===== src/rtl/mem_pkg.sv =====
// Shared load/store memory-access definitions: access-size encodings,
// the funct3 unsigned-bit position and the load stage-1 entry.
package mem_pkg;

    localparam int DATA_W       = 32;
    localparam int LOAD_TAG_W   = 5;
    localparam int UNSIGNED_BIT = 2;

    localparam logic [1:0] SIZE_BYTE = 2'b00;
    localparam logic [1:0] SIZE_HALF = 2'b10;

    typedef struct packed {
        logic [1:0]            offset;
        logic [1:0]            size;
        logic                  is_unsigned;
        logic [LOAD_TAG_W-1:0] tag;
    } ld_entry_t;

    function automatic ld_entry_t make_ld_entry(input logic [1:0]            offset,
                                                input logic [2:0]            funct3,
                                                input logic [LOAD_TAG_W-1:0] tag);
        ld_entry_t e;
        e.offset      = offset;
        e.size        = funct3[1:0];
        e.is_unsigned = funct3[UNSIGNED_BIT];
        e.tag         = tag;
        return e;
    endfunction

endpackage


===== src/rtl/load_align_unit_if.sv =====
// Request, data-memory and CDB-response signals of the load align unit.
interface load_align_unit_if #(
    parameter int WIDTH      = 31,
    parameter int TAG_W      = 5,
    parameter int MEM_ADDR_W = 10
);
    logic                  req_valid;
    logic                  req_ready;
    logic [WIDTH:0]        req_addr;
    logic [2:0]            req_funct3;
    logic [TAG_W-1:0]      req_tag;
    logic                  mem_rd_en;
    logic [MEM_ADDR_W-1:0] mem_addr;
    logic [WIDTH:0]        mem_rdata;
    logic                  resp_valid;
    logic                  resp_ready;
    logic [WIDTH:0]        resp_data;
    logic [TAG_W-1:0]      resp_tag;

    modport slave (
        input  req_valid, req_addr, req_funct3, req_tag, mem_rdata, resp_ready,
        output req_ready, mem_rd_en, mem_addr, resp_valid, resp_data, resp_tag
    );

    modport master (
        output req_valid, req_addr, req_funct3, req_tag, mem_rdata, resp_ready,
        input  req_ready, mem_rd_en, mem_addr, resp_valid, resp_data, resp_tag
    );
endinterface


===== src/rtl/load_align_unit_extract.sv =====
// Combinational load extraction: selects the addressed byte/half/word of a
// memory word and sign- or zero-extends it to 32 bits.
module load_align_unit_extract
    import mem_pkg::*;
(
    input  logic [DATA_W-1:0] word_i,
    input  logic [1:0]        offset_i,
    input  logic [2:0]        funct3_i,
    output logic [DATA_W-1:0] data_o
);

    logic [7:0]  byte_s;
    logic [15:0] half_s;
    logic        uns_s;

    // Lane selection and extension; misaligned halves fall back to the low half.
    always_comb begin
        uns_s = funct3_i[UNSIGNED_BIT];
        case (offset_i)
            2'b00:   byte_s = word_i[7:0];
            2'b01:   byte_s = word_i[15:8];
            2'b10:   byte_s = word_i[23:16];
            2'b11:   byte_s = word_i[31:24];
            default: byte_s = word_i[7:0];
        endcase
        if (offset_i == 2'b10) begin
            half_s = word_i[31:16];
        end else begin
            half_s = word_i[15:0];
        end
        case (funct3_i[1:0])
            SIZE_BYTE: data_o = uns_s ? {24'h00_0000, byte_s} : {{24{byte_s[7]}}, byte_s};
            SIZE_HALF: data_o = uns_s ? {16'h0000, half_s} : {{16{half_s[15]}}, half_s};
            default:   data_o = word_i;
        endcase
    end

endmodule


===== src/rtl/load_align_unit.sv =====
// Two-stage load unit: issues word reads, parks returned data while the CDB
// stalls, and presents aligned/extended results with their ROB tags.
module load_align_unit
    import mem_pkg::*;
#(
    parameter int WIDTH      = 31,
    parameter int TAG_W      = 5,
    parameter int MEM_ADDR_W = 10
) (
    input  logic           clk,
    input  logic           reset_n,
    input  logic           flush,
    load_align_unit_if.slave bus
);

    ld_entry_t      s1_q, s1_d;
    logic           s1_valid_q, s1_valid_d;
    logic [WIDTH:0] hold_q, hold_d;
    logic           hold_valid_q, hold_valid_d;
    logic           resp_valid_q, resp_valid_d;
    logic [WIDTH:0] resp_data_q, resp_data_d;
    logic [TAG_W-1:0] resp_tag_q, resp_tag_d;

    logic           adv_s;
    logic           req_ready_s;
    logic           accept_s;
    logic [WIDTH:0] src_word_s;
    logic [WIDTH:0] ext_s;

    assign adv_s       = s1_valid_q && (!resp_valid_q || bus.resp_ready);
    assign req_ready_s = !s1_valid_q || adv_s;
    assign accept_s    = bus.req_valid && req_ready_s && !flush;
    // Memory answers only in the cycle after the read; later cycles use the parked copy.
    assign src_word_s  = hold_valid_q ? hold_q : bus.mem_rdata;

    assign bus.req_ready  = req_ready_s;
    assign bus.mem_rd_en  = accept_s;
    assign bus.mem_addr   = bus.req_addr[MEM_ADDR_W+1:2];
    assign bus.resp_valid = resp_valid_q;
    assign bus.resp_data  = resp_data_q;
    assign bus.resp_tag   = resp_tag_q;

    load_align_unit_extract u_extract (
        .word_i   (src_word_s),
        .offset_i (s1_q.offset),
        .funct3_i ({s1_q.is_unsigned, s1_q.size}),
        .data_o   (ext_s)
    );

    // Next-state logic for stage 1, the hold register and the output register.
    always_comb begin
        s1_d         = s1_q;
        s1_valid_d   = s1_valid_q;
        hold_d       = hold_q;
        hold_valid_d = hold_valid_q;
        resp_valid_d = resp_valid_q;
        resp_data_d  = resp_data_q;
        resp_tag_d   = resp_tag_q;
        if (flush) begin
            s1_valid_d   = 1'b0;
            hold_valid_d = 1'b0;
            resp_valid_d = 1'b0;
        end else begin
            if (accept_s) begin
                s1_valid_d = 1'b1;
                s1_d       = make_ld_entry(bus.req_addr[1:0], bus.req_funct3, bus.req_tag);
            end else if (adv_s) begin
                s1_valid_d = 1'b0;
            end else begin
                s1_valid_d = s1_valid_q;
            end
            if (adv_s) begin
                hold_valid_d = 1'b0;
            end else if (s1_valid_q && !hold_valid_q) begin
                hold_valid_d = 1'b1;
                hold_d       = bus.mem_rdata;
            end else begin
                hold_valid_d = hold_valid_q;
            end
            if (adv_s) begin
                resp_valid_d = 1'b1;
                resp_data_d  = ext_s;
                resp_tag_d   = s1_q.tag;
            end else if (bus.resp_ready) begin
                resp_valid_d = 1'b0;
            end else begin
                resp_valid_d = resp_valid_q;
            end
        end
    end

    // State registers with synchronous active-low reset.
    always_ff @(posedge clk) begin
        if (!reset_n) begin
            s1_q         <= '0;
            s1_valid_q   <= 1'b0;
            hold_q       <= '0;
            hold_valid_q <= 1'b0;
            resp_valid_q <= 1'b0;
            resp_data_q  <= '0;
            resp_tag_q   <= '0;
        end else begin
            s1_q         <= s1_d;
            s1_valid_q   <= s1_valid_d;
            hold_q       <= hold_d;
            hold_valid_q <= hold_valid_d;
            resp_valid_q <= resp_valid_d;
            resp_data_q  <= resp_data_d;
            resp_tag_q   <= resp_tag_d;
        end
    end

endmodule


===== src/flat_wrapper.sv =====
// flat-port wrapper written by rule: the top's interface ports become plain ports
module load_align_unit_flat import mem_pkg::*;
#(
    parameter int WIDTH      = 31,
    parameter int TAG_W      = 5,
    parameter int MEM_ADDR_W = 10
)
  (clk, reset_n, flush, bus_req_valid, bus_req_addr, bus_req_funct3, bus_req_tag, bus_mem_rdata, bus_resp_ready, bus_req_ready, bus_mem_rd_en, bus_mem_addr, bus_resp_valid, bus_resp_data, bus_resp_tag);
  load_align_unit_if #(.WIDTH(WIDTH), .TAG_W(TAG_W), .MEM_ADDR_W(MEM_ADDR_W)) bus_i ();
  input  logic clk;
  input  logic reset_n;
  input  logic flush;
  input wire logic [$bits(bus_i.req_valid)-1:0] bus_req_valid;
  input wire logic [$bits(bus_i.req_addr)-1:0] bus_req_addr;
  input wire logic [$bits(bus_i.req_funct3)-1:0] bus_req_funct3;
  input wire logic [$bits(bus_i.req_tag)-1:0] bus_req_tag;
  input wire logic [$bits(bus_i.mem_rdata)-1:0] bus_mem_rdata;
  input wire logic [$bits(bus_i.resp_ready)-1:0] bus_resp_ready;
  output wire logic [$bits(bus_i.req_ready)-1:0] bus_req_ready;
  output wire logic [$bits(bus_i.mem_rd_en)-1:0] bus_mem_rd_en;
  output wire logic [$bits(bus_i.mem_addr)-1:0] bus_mem_addr;
  output wire logic [$bits(bus_i.resp_valid)-1:0] bus_resp_valid;
  output wire logic [$bits(bus_i.resp_data)-1:0] bus_resp_data;
  output wire logic [$bits(bus_i.resp_tag)-1:0] bus_resp_tag;
  assign bus_i.req_valid = bus_req_valid;
  assign bus_i.req_addr = bus_req_addr;
  assign bus_i.req_funct3 = bus_req_funct3;
  assign bus_i.req_tag = bus_req_tag;
  assign bus_i.mem_rdata = bus_mem_rdata;
  assign bus_i.resp_ready = bus_resp_ready;
  assign bus_req_ready = bus_i.req_ready;
  assign bus_mem_rd_en = bus_i.mem_rd_en;
  assign bus_mem_addr = bus_i.mem_addr;
  assign bus_resp_valid = bus_i.resp_valid;
  assign bus_resp_data = bus_i.resp_data;
  assign bus_resp_tag = bus_i.resp_tag;
  load_align_unit #(.WIDTH(WIDTH), .TAG_W(TAG_W), .MEM_ADDR_W(MEM_ADDR_W)) u_core (.clk(clk), .reset_n(reset_n), .flush(flush), .bus(bus_i));
endmodule

===== config.mk =====
export PLATFORM = sky130hd
export DESIGN_NAME = load_align_unit_flat
export DESIGN_NICKNAME = d
export VERILOG_FILES = /design/src/rtl/mem_pkg.sv /design/src/rtl/load_align_unit_if.sv /design/src/rtl/load_align_unit_extract.sv /design/src/rtl/load_align_unit.sv /design/src/flat_wrapper.sv
export SDC_FILE = /design/constraint.sdc
export NUM_CORES = 1
export LEC_CHECK = 0
export BUFFER_PORTS_ARGS = -buffer_cell sky130_fd_sc_hd__buf_2
export CELL_PAD_IN_SITES_DETAIL_PLACEMENT = 2
export CELL_PAD_IN_SITES_GLOBAL_PLACEMENT = 2
export CORE_MARGIN = 1.5
export CORE_UTILIZATION = 32
export DETAILED_ROUTE_END_ITERATION = 8
export HOLD_SLACK_MARGIN = 0.12
export PLACE_DENSITY = 0.88
export RECOVER_POWER = 25
export SETUP_SLACK_MARGIN = 0.2
export SYNTH_ARGS = -nofsm -noshare
export SYNTH_HDL_FRONTEND = slang
export SYNTH_SLANG_ARGS = --single-unit

===== constraint.sdc =====
create_clock -name clk -period 2.99 [get_ports clk]
set_clock_uncertainty 0.2 [all_clocks]
set_input_delay 0.299 -clock clk [delete_from_list [all_inputs] [get_ports clk]]
set_output_delay 0.299 -clock clk [all_outputs]
set_load 0.02 [all_outputs]

# == Word-level counts from Yosys, hierarchy flattened ==
# Cells that the tools add are included.
# totals
input_bits,77
latch_bits,0
wordCells,46
n_memories,0
reg_bits,82
romBits,0
ramBits,0
# classes
order_cmp,0
n_bitwise,3
shift,0
div,0
n_eq_ne,4
multipliers,0
add_sub_neg,0
mux,10
reduce_logical,19
# op_table
op,count
32-bit two-way mux,3
32-bit one-hot mux with 2 select lines,1
8-bit one-hot mux with 4 select lines,1
16-bit two-way mux,1
2-bit == test (second input constant),3
1-bit logical AND,4
1-bit logical NOT,4
2-bit logical NOT,2
1-bit two-way mux,4
2-bit AND reduction,2
2-bit nonzero test,2
1-bit NOT,3
3-bit AND reduction,1
3-bit OR reduction,1
2-bit by 1-bit == test with 1-bit output (second input constant),1
1-bit logical OR,2
2-bit OR reduction,1

# == Logic depth before layout (Yosys ltp) ==
# Gate-level depths: netlist of run 1.
# depth
word_depth,7
ltp_mapped,8
ltp_nobuf,5

# == Hierarchy ==
# From an unflattened synthesis of run 1, not the netlist that was laid out.
# hier_totals
hier_cells,532
hier_area_um2,4704.5
# by_module_without_submodules
mod,instances,cells_each,seq_area_each_um2,area_per_inst_um2
load_align_unit,1,413,1641.6,3754.9
load_align_unit_extract,1,119,0.0,949.7

# == Worst setup path before layout of run 1 ==
# Ideal clock, no wire load.
# synth_timing
kind,register to register
start,register u_core.resp_valid_q (netlist: u_core.bus.resp_valid)
end,register u_core.hold_q[10]
arrival_ns,1.696
path_buffers,2
slack_ns,0.972
stages_incl_launch_ff,8
setup_ns,0.122
synth_period_minus_slack_ns,2.018
path_cell_list,dfxtp_1 nor2b_2 nand2_1 or3_1 clkbuf_1 clkbuf_1 nand2_1 a21boi_0
# synth_between
elab_chain_len,5
# synth_rtl
item,line,text
from (decl),load_align_unit.sv:20,"logic resp_valid_q, resp_valid_d;"
from (signal assigned),load_align_unit.sv:107,resp_valid_q <= resp_valid_d;
1-bit logical NOT,load_align_unit.sv:30,assign adv_s = s1_valid_q && (!resp_valid_q || bus.resp_ready);
1-bit logical OR,load_align_unit.sv:30,
1-bit logical AND,load_align_unit.sv:30,
1-bit NOT (no source line),n/a,
3-bit AND reduction (no source line),n/a,
to (signal assigned),load_align_unit.sv:105,hold_q <= hold_d;
to (decl),load_align_unit.sv:18,"logic [WIDTH:0] hold_q, hold_d;"
# Every way passes these cells.
# A chain may end at the register's enable or synchronous reset.

# == Final worst setup path of run 1 ==
# layout_timing
start,input bus_resp_ready
end,register u_core.hold_q[9]
# layout_between
elab_chain_len,4
# layout_rtl
item,line,text
from (decl),flat_wrapper.sv:18,input wire logic [$bits(bus_i.resp_ready)-1:0] bus_resp_ready;
1-bit logical OR,load_align_unit.sv:30,
1-bit logical AND,load_align_unit.sv:30,
1-bit NOT (no source line),n/a,
3-bit AND reduction (no source line),n/a,
# Every way passes these cells.

==> results.yml, run 1 <==
global_routing:
  use_met1_pct: 26.89
  gr-usage-met2_pct: 45.41
  grt_pass1_vias: 4627
  grt_first_pass_wirelength_mm: 24.88
  antenna_found_initial: 0
  grtUsageTotal_pct: 24.43
  busiest_layer: "met2"
  grt.met3_usage_pct: 3.321
  grt_max_degree: 87
  grt_overflow: 0
clocking:
  ctsHtreeMaxLevel: 3
  numCtsBuffers: 9
  root_buffer: "clkbuf_16"
  cts_tree: "built"
  clk_latency_ns: 0.35
  cts_setup_buffers: 0
  numClockSinks: 82
  cts.clk_slew.worst_paths_ns: 0.06
  cts_buffer_depth: 2
  cts_resized: 0
  ctsHoldBuffers: 46
drt:
  wire_per_inst_um: 20.75
  drt-initial-drc-count: 166
  num_vias: 4005
  dr.pass1.iters: 4
  viasPerCell: 5.256
  route.detailed.drc: 0
  antenna_left: 0
  routed_wl_mm: 15.81
placement:
  gp_congestion: 0.7984
  io_buffers: 86
  dpl_cell_area_um2: 4573
  hpwl_mm: 9.695
logic_synthesis:
  seq_area_frac_synth_pct: 39.98
  synth-compound-area-share_pct: 21.45
  async_reset_ff_share_pct: 0
  syn_area_per_cell_um2: 8.449
  synth_edf_count: 0
  syn-num-nets: 563
  yosys_register_bits: 82
  ys_warn_count: 0
  synth_xor_area_share_pct: 0
  synthCells: 486
  synth_flop_cell: "dfxtp_1"
  synth_top_family_by_area: "compound AO/OA/AOI/OAI gates"
  synthSimpleGateAreaFrac_pct: 18.77
  yosys.cell_types.count: 43
  synthAdderAreaFrac_pct: 0
  muxShareOfSynthArea_pct: 13.28
  synth_area_um2: 4106
flow_run:
  cap_violations: 0
setup_path:
  cp-start-kind: "input port"
  cp.required_ns: 3.00
  cp_cell_sequence: "dlygate4sd3_1, buf_2, nor2b_2, nand2_1, or3_1, nand2_1, a21boi_0"
  arrival_ns: 2.64
  crit_top_cell: "nand2_1"
  crit_fanout: 32
  crit_slowest_cell: "or3_1"
  slowest_delay_ns: 0.83
  crit_path_end_kind: "flip-flop"
  worstSetupPathType: "input port to flip-flop"
cells_and_area:
  antenna_cells_inserted: 0
  drive_above_1_share_pct: 18.98
  area_growth_pct: 27.79
  design_area_um2: 5248
  fin_nets: 665
power_and_ir_drop:
  p_int_uw: 1813
  p_sw_share_pct: 27.04
  power_uw: 2485
  pwr-share-seq_pct: 45.7
  combPwrFrac_pct: 13.9
  p_leak_uw: 0.001977
  ir_worst_vdd_v: 0.0001616
  netSwitchingPower_uw: 671.9
  power_frac_clock_pct: 40.5
  pwr_density_cell_nw_per_um2: 473.5
sta:
  slew_headroom_pct: 23.23
  rsz0062_at_grt: "false"
  finalSetupViolCount: 0
  finalCriticalPeriod_ns: 2.633
  timing.final.crit_share_pct: 88.07
  maxSlewViolCount: 0
  hold_violations: 0
  fin_setup_tns_ns: 0
  tightestPinTransition_ns: 1.152
  fmax_mhz: 379.8
floorplanning:
  start_util_pct: 32.67
  rows: 41
  die_y_um: 116.3
  dieWidth_um: 116.3
  core_area_um2: 12570
  ios: 127
  die_area_um2: 13520
status:
  outcome: "finished clean"
worst_hold_path:
  holdCritPathClass: "input port to flip-flop"
==> cell usage after synthesis, types with 8 or more instances <==
library cell	n	area share, %
a21oi_1	29	3.5
nand3_1	14	1.7
clkbuf_1	32	2.9
nor2b_1	12	1.8
mux2_2	11	3.0
nand2b_1	15	2.3
a21boi_0	33	6.0
nor2_1	10	0.91
dfxtp_1	82	40
mux2i_1	34	8.3
nand2_1	103	9.4
o21ai_0	32	3.9
a31oi_1	8	1.2
buf_4	13	2.4
==> cell usage in the layout, fill, tap and decap left out, types with 2 or more instances in the layout <==
cell and n:
o22ai_1 3, a21boi_0 33, buf_2 64, mux4_2 3
buf_4 10, nor3_1 4, a31oi_2 5, dlygate4sd3_1 46
dfxtp_1 81, a21o_1 6, a221oi_1 3, nand2b_1 15
nand2_1 103, nand3_1 14, inv_1 2, mux2i_1 34
o21ai_0 32, a21oi_1 29, clkbuf_1 25, clkbuf_16 9
nor2b_1 12, a21boi_1 4, nor2_1 10, a31oi_1 8
mux2_2 11, a2bb2oi_1 3
==> power groups by stage <==
stage | Combinational [uW] | Sequential, uW | Clock (uW)
finish | 345 | 1130 | 1010
global route | 371 | 1140 | 1070
CTS | 340 | 1130 | 1010
detailed placement | 290 | 1160 | 0
global placement | 278 | 1160 | 0
floorplan | 188 | 1170 | 0
==> sequential cells by signal (all words and copies together), names as in the netlist <==
signal                 cells
u_core.bus.resp_data      32
u_core.bus.resp_tag        5
u_core.bus.resp_valid      1
u_core.hold_q             32
u_core.hold_valid_q        1
u_core.s1_q               10
u_core.s1_valid_q          1
==> stage by stage <==
step           instances  hold slack, ns  util, %  setup slack, ns
6_report             762          0.2153    41.75           0.3568
5_1_grt              762          0.2313    41.75           0.2174
4_1_cts              762          0.1921    41.97           0.3566
3_5_place_dp         703          0.2499    36.39           0.3897
3_3_place_gp         703          0.2372    36.39           0.5329
2_1_floorplan        486          0.2164        -           0.9717
==> layout make-up <==
class / count / area (um^2)
multi-input combinational: 351 / 2202
timing repair buffer: 142 / 938.4
tap: 172 / 215.2
inverter: 2 / 7.507
sequential: 82 / 1643
clock buffer: 12 / 236.5
fill: 1395 / 7321
clock inverter: 1 / 5.005
==> critical path: cells and delay by family <==
| kind | cells | cell delay, ns |
|---|---|---|
| buf+inv | 2 | 0.66 |
| compound gates | 1 | 0.15 |
| simple gates | 4 | 1.53 |
==> layer usage <==
| layer | up-vias | share of wire [%] |
|---|---|---|
| met3 | 44 | 3.3 |
| met5 | - | 0 |
| met1 | 1985 | 40 |
| li1 | 1869 | - |
| met4 | 0 | 4.3 |
| met2 | 107 | 52 |
==> logic make-up after synthesis <==
| logic type | count (synthesis) |
|---|---|
| and+or+nand+nor | 169 |
| AOI/OAI and AO/OA | 133 |
| DFF | 82 |
| buffers and inverters | 53 |
| muxes | 49 |
==> worst paths after layout <==
path | start | endpoint | slack (ns) | depth (start not counted)
worst max-delay path | bus_resp_ready | u_core.hold_q[9] | 0.36 | 7
worst min-delay path | flush | u_core.hold_valid_q | 0.22 | 3
worst max register to register | u_core.hold_valid_q | u_core.bus.resp_data[2] | 0.37 | 6
worst min register to register | u_core.bus.resp_data[11] | u_core.bus.resp_data[11] | 0.26 | 2
Power figures use the tool's default switching activity.
==> run 2: changes to the inputs <==
--- a/config.mk
+++ b/config.mk
@@ -9,10 +9,10 @@
 export CELL_PAD_IN_SITES_DETAIL_PLACEMENT = 2
 export CELL_PAD_IN_SITES_GLOBAL_PLACEMENT = 2
 export CORE_MARGIN = 1.5
-export CORE_UTILIZATION = 32
+export CORE_UTILIZATION = 29
 export DETAILED_ROUTE_END_ITERATION = 8
 export HOLD_SLACK_MARGIN = 0.12
-export PLACE_DENSITY = 0.88
+export PLACE_DENSITY = 0.81
 export RECOVER_POWER = 25
 export SETUP_SLACK_MARGIN = 0.2
 export SYNTH_ARGS = -nofsm -noshare
==> constraint.sdc (replaced) <==
create_clock -name clk -period 2.7 [get_ports clk]
set_clock_uncertainty 0.2 [all_clocks]
set_input_delay 0.27 -clock clk [delete_from_list [all_inputs] [get_ports clk]]
set_output_delay 0.27 -clock clk [all_outputs]
set_load 0.02 [all_outputs]
==> results.yml, run 2 (synthesized netlist as in run 1, its figures left out) <==
clocking:
  clk_latency_ns: 0.35
  root_buffer: "clkbuf_16"
  cts_buffer_depth: 2
  numCtsBuffers: 9
  numClockSinks: 82
  cts_tree: "built"
  cts.clk_slew.worst_paths_ns: 0.06
  ctsHtreeMaxLevel: 3
cells_and_area:
  layout.cells.non_filler: 780
  drive_above_1_share_pct: 20.33
  fin_nets: 672
  area_growth_pct: 31.81
  antenna_cells_inserted: 0
  mostFrequentLayoutCell: "nand2_1"
  layout_common_cells: "nand2_1, dfxtp_1, buf_2"
power_and_ir_drop:
  p_int_uw: 2244
  pwr_density_cell_nw_per_um2: 551.3
  pwr-share-seq_pct: 42.0
  power_frac_clock_pct: 44.8
  p_sw_share_pct: 24.80
  combPwrFrac_pct: 13.1
  ir_worst_vdd_v: 0.0002845
  p_leak_uw: 0.002046
  netSwitchingPower_uw: 740.0
sta:
  maxSlewViolCount: 0
  slew_headroom_pct: 49.80
  timing.final.crit_share_pct: 88.11
  hold_violations: 0
  finalSetupViolCount: 0
  tightestPinTransition_ns: 0.7530
  rsz0062_at_grt: "false"
  fin_setup_tns_ns: 0
  whs_ns: 0.2054
  fmax_mhz: 420.3
  finalCriticalPeriod_ns: 2.379
floorplanning:
  start_util_pct: 29.70
  ios: 127
  dieWidth_um: 122.0
  core_area_um2: 13830
  die_area_um2: 14880
  rows: 43
  die_y_um: 122.0
status:
  outcome: "finished clean"
global_routing:
  antenna_found_initial: 0
  grt_first_pass_wirelength_mm: 22.45
  grtUsageTotal_pct: 19.89
  grt_max_degree: 87
  grt_pass1_vias: 4212
  grt_overflow: 0
flow_run:
  cap_violations: 0
drt:
  met2_length_mm: 7.486
  routed_wl_mm: 14.36
  num_vias: 3956
  dr.pass1.iters: 4
  route.detailed.drc: 0
  route.layer.met1.wl_mm: 5.933
  viasPerCell: 5.072
  drt-initial-drc-count: 188
  top_layer_used: "met4"
  wire_per_inst_um: 18.41
  dr_wl_met3_um: 524
  antenna_left: 0
setup_path:
  cp-start-kind: "input port"
  crit_fanout: 6
  crit_path_end_kind: "output port"
  cp.required_ns: 2.23
  worstSetupPathType: "input port to output port"
  arrival_ns: 1.91
placement:
  hpwl_mm: 9.747
  gp_congestion: 0.7897
  dp.cells: 712
  io_buffers: 86
worst_hold_path:
  holdCritPathClass: "input port to flip-flop"
-- run 2: power groups by stage --
stage / clock network [uW] / registers (uW) / logic [uW]
2_1_floorplan: 0 / 1290 / 208
3_3_place_gp: 0 / 1280 / 314
3_5_place_dp: 0 / 1280 / 326
4_1_cts: 1380 / 1250 / 380
5_1_grt: 1420 / 1260 / 426
6_report: 1340 / 1250 / 392
-- run 2: layer usage --
| metal | global-route usage (%) | vias up |
|---|---|---|
| li1 | - | 1897 |
| met1 | 22.28 | 1950 |
| met2 | 36.03 | 80 |
| met3 | 4.728 | 29 |
| met4 | 8.015 | 0 |
| met5 | 0 | - |
-- run 2: stage by stage --
step	area (um^2)	setup slack (ns)	power, uW	util, %
after floorplan	4106	0.6817	1502	-
after global placement	4597	0.3589	1594	33.25
after detailed placement	4597	0.2678	1607	33.25
after CTS	5388	0.2138	3011	38.96
after global routing	5413	0.2249	3104	39.15
final	5413	0.3210	2984	39.15
-- run 2: layout make-up --
type / count / area [um^2]
multi-input combinational: 351 / 2208
clock buffer: 11 / 242.7
fill: 1552 / 8414
clock inverter: 5 / 77.57
sequential: 82 / 1643
timing repair buffer: 149 / 1008
inverter: 2 / 7.507
tap: 180 / 225.2
-- run 2: critical path, stage by stage --
cell	delay (ns)
dlygate4sd3_1	0.53
buf_2	0.13
nor2b_2	0.26
nand2_1	0.22
nand3b_1	0.14
buf_4	0.16
inv_1	0.04
buf_2	0.15
-- run 2: path summary, 6_finish.rpt --
kind / start / end / slack [ns] / depth (start not counted)
max: bus_resp_ready / bus_mem_rd_en / 0.32 / 8
min: flush / u_core.hold_valid_q / 0.21 / 3
min reg2reg: u_core.hold_q[20] / u_core.hold_q[20] / 0.26 / 2
max reg2reg: u_core.hold_valid_q / u_core.bus.resp_data[24] / 0.42 / 6
-- run 2: timing repair --
| item | 4_1_cts | 5_1_grt |
|---|---|---|
| buffers inserted | 0 | 5 |
| hold buffers | 47 | 0 |
| setup endpoints to repair | 0 | 18 |
| resized for setup | 0 | 1 |
| endpoints found under the hold margin | 45 | 0 |
==> run 3: changes to the inputs <==
--- a/config.mk
+++ b/config.mk
@@ -9,10 +9,10 @@
 export CELL_PAD_IN_SITES_DETAIL_PLACEMENT = 2
 export CELL_PAD_IN_SITES_GLOBAL_PLACEMENT = 2
 export CORE_MARGIN = 1.5
-export CORE_UTILIZATION = 29
+export CORE_UTILIZATION = 32
 export DETAILED_ROUTE_END_ITERATION = 8
 export HOLD_SLACK_MARGIN = 0.12
-export PLACE_DENSITY = 0.81
+export PLACE_DENSITY = 0.88
 export RECOVER_POWER = 25
 export SETUP_SLACK_MARGIN = 0.2
 export SYNTH_ARGS = -nofsm -noshare
==> constraint.sdc (replaced) <==
create_clock -name clk -period 2.83 [get_ports clk]
set_clock_uncertainty 0.2 [all_clocks]
set_input_delay 0.283 -clock clk [delete_from_list [all_inputs] [get_ports clk]]
set_output_delay 0.283 -clock clk [all_outputs]
set_load 0.02 [all_outputs]
==> results.yml, run 3 (synthesized netlist as in run 1, its figures left out) <==
cells_and_area:
  final.fill_count: 1412
  fin_util_pct: 42.47
  mostFrequentLayoutCell: "nand2_1"
  drive_above_1_share_pct: 19.50
  layout_common_cells: "nand2_1, dfxtp_1, buf_2"
  area_growth_pct: 29.98
  layout.cells.non_filler: 767
  fin_nets: 668
  antenna_cells_inserted: 0
global_routing:
  grt_pass1_vias: 4510
  grt_first_pass_wirelength_mm: 24.58
  grt_overflow: 0
  grtUsageTotal_pct: 24.53
  grt_max_degree: 87
  antenna_found_initial: 0
placement:
  hpwl_mm: 9.700
  io_buffers: 86
  dp.cells: 704
  gp_congestion: 0.7871
drt:
  viasPerCell: 5.299
  wire_per_inst_um: 20.48
  num_vias: 4064
  dr.pass1.iters: 4
  routed_wl_mm: 15.71
  route.detailed.drc: 0
  antenna_left: 0
  drt-initial-drc-count: 123
power_and_ir_drop:
  p_int_uw: 2086
  combPwrFrac_pct: 13.0
  power_frac_clock_pct: 44.3
  p_leak_uw: 0.002024
  pwr-share-seq_pct: 42.8
  netSwitchingPower_uw: 716.8
  pwr_density_cell_nw_per_um2: 525.2
  p_sw_share_pct: 25.57
  ir_worst_vdd_v: 0.0003010
setup_path:
  crit_path_end_kind: "flip-flop"
  crit_fanout: 16
  cp-start-kind: "input port"
  worstSetupPathType: "input port to flip-flop"
  arrival_ns: 2.49
  cp.required_ns: 2.83
sta:
  whs_ns: 0.2039
  tightestPinTransition_ns: 1.151
  fmax_mhz: 401.7
  fin_setup_tns_ns: 0
  hold_violations: 0
  finalCriticalPeriod_ns: 2.490
  timing.final.crit_share_pct: 87.97
  slew_headroom_pct: 23.25
  rsz0062_at_grt: "false"
  maxSlewViolCount: 0
  finalSetupViolCount: 0
flow_run:
  cap_violations: 0
clocking:
  clk_latency_ns: 0.35
  numCtsBuffers: 9
  root_buffer: "clkbuf_16"
  cts.clk_slew.worst_paths_ns: 0.06
  cts_buffer_depth: 2
  cts_tree: "built"
  ctsHtreeMaxLevel: 3
  cts_resized: 0
  numClockSinks: 82
floorplanning:
  core_area_um2: 12570
  die_y_um: 116.3
  rows: 41
  dieWidth_um: 116.3
  start_util_pct: 32.67
  die_area_um2: 13520
  ios: 127
status:
  outcome: "finished clean"
worst_hold_path:
  holdCritPathClass: "input port to flip-flop"
run 3: cell types whose count changed in the layout (fill, tap and decap cells not counted):
cell           previous run  this run
buf_12                    1         0
buf_4                    14        11
buf_6                     1         0
bufinv_16                 2         1
clkbuf_8                  1         3
clkinv_2                  2         1
clkinvlp_4                1         0
dlygate4sd3_1            47        48
nor3_2                    0         1
nor3_4                    1         0
run 3: per-stage QoR:
step | total power (uW) | setup slack (ns) | cell area [um^2]
detailed placement | 1532 | 0.4686 | 4581
finish | 2803 | 0.3403 | 5338
CTS | 2811 | 0.3755 | 5366
global placement | 1517 | 0.6042 | 4581
global route | 2921 | 0.2023 | 5338
floorplan | 1433 | 0.8117 | 4106
run 3: final timing paths:
path	from	to	slack (ns)	depth (start not counted)
setup / recovery	bus_mem_rdata[31]	u_core.bus.resp_data[23]	0.34	7
hold / removal	flush	u_core.hold_valid_q	0.20	3
setup reg to reg	u_core.hold_valid_q	u_core.bus.resp_data[11]	0.39	6
hold reg to reg	u_core.bus.resp_data[11]	u_core.bus.resp_data[11]	0.26	2
run 3: what timing repair did:
item | 4_1_cts | 5_1_grt
setup buffers | 0 | 0
endpoints found under the hold margin | 45 | 0
hold buffers | 48 | 0
run 3: power groups by stage:
stage / clock network, uW / logic, uW / registers (uW)
global placement: 0 / 294 / 1220
detailed placement: 0 / 308 / 1220
floorplan: 0 / 199 / 1230
finish: 1240 / 364 / 1200
CTS: 1250 / 362 / 1200
global route: 1330 / 394 / 1200
run 3: per-layer routing:
| metal | GRT usage [%] | part of all wire [%] | up-vias |
|---|---|---|---|
| met1 | 27.49 | 39 | 2010 |
| li1 | - | - | 1881 |
| met3 | 5.812 | 4.6 | 52 |
| met5 | 0 | 0 | - |
| met2 | 43.33 | 51 | 121 |
| met4 | 12.76 | 4.9 | 0 |
run 3: worst max-delay path, stage by stage:
cell           delay [ns]
dlygate4sd3_1        0.53
buf_2                0.14
mux2i_1              0.26
a31oi_1              0.18
and4_1               0.40
a21oi_4              0.52
a31oi_1              0.19
run 3: cell type report:
cell class                 instances  area, um^2  area share (%)
multi-input combinational        351        2202           41.26
clock inverter                     2       35.03          0.6564
tap                              172       215.2           4.032
inverter                           2       7.507          0.1406
clock buffer                      13       270.3           5.063
timing repair buffer             145       964.7           18.07
sequential                        82        1643           30.78
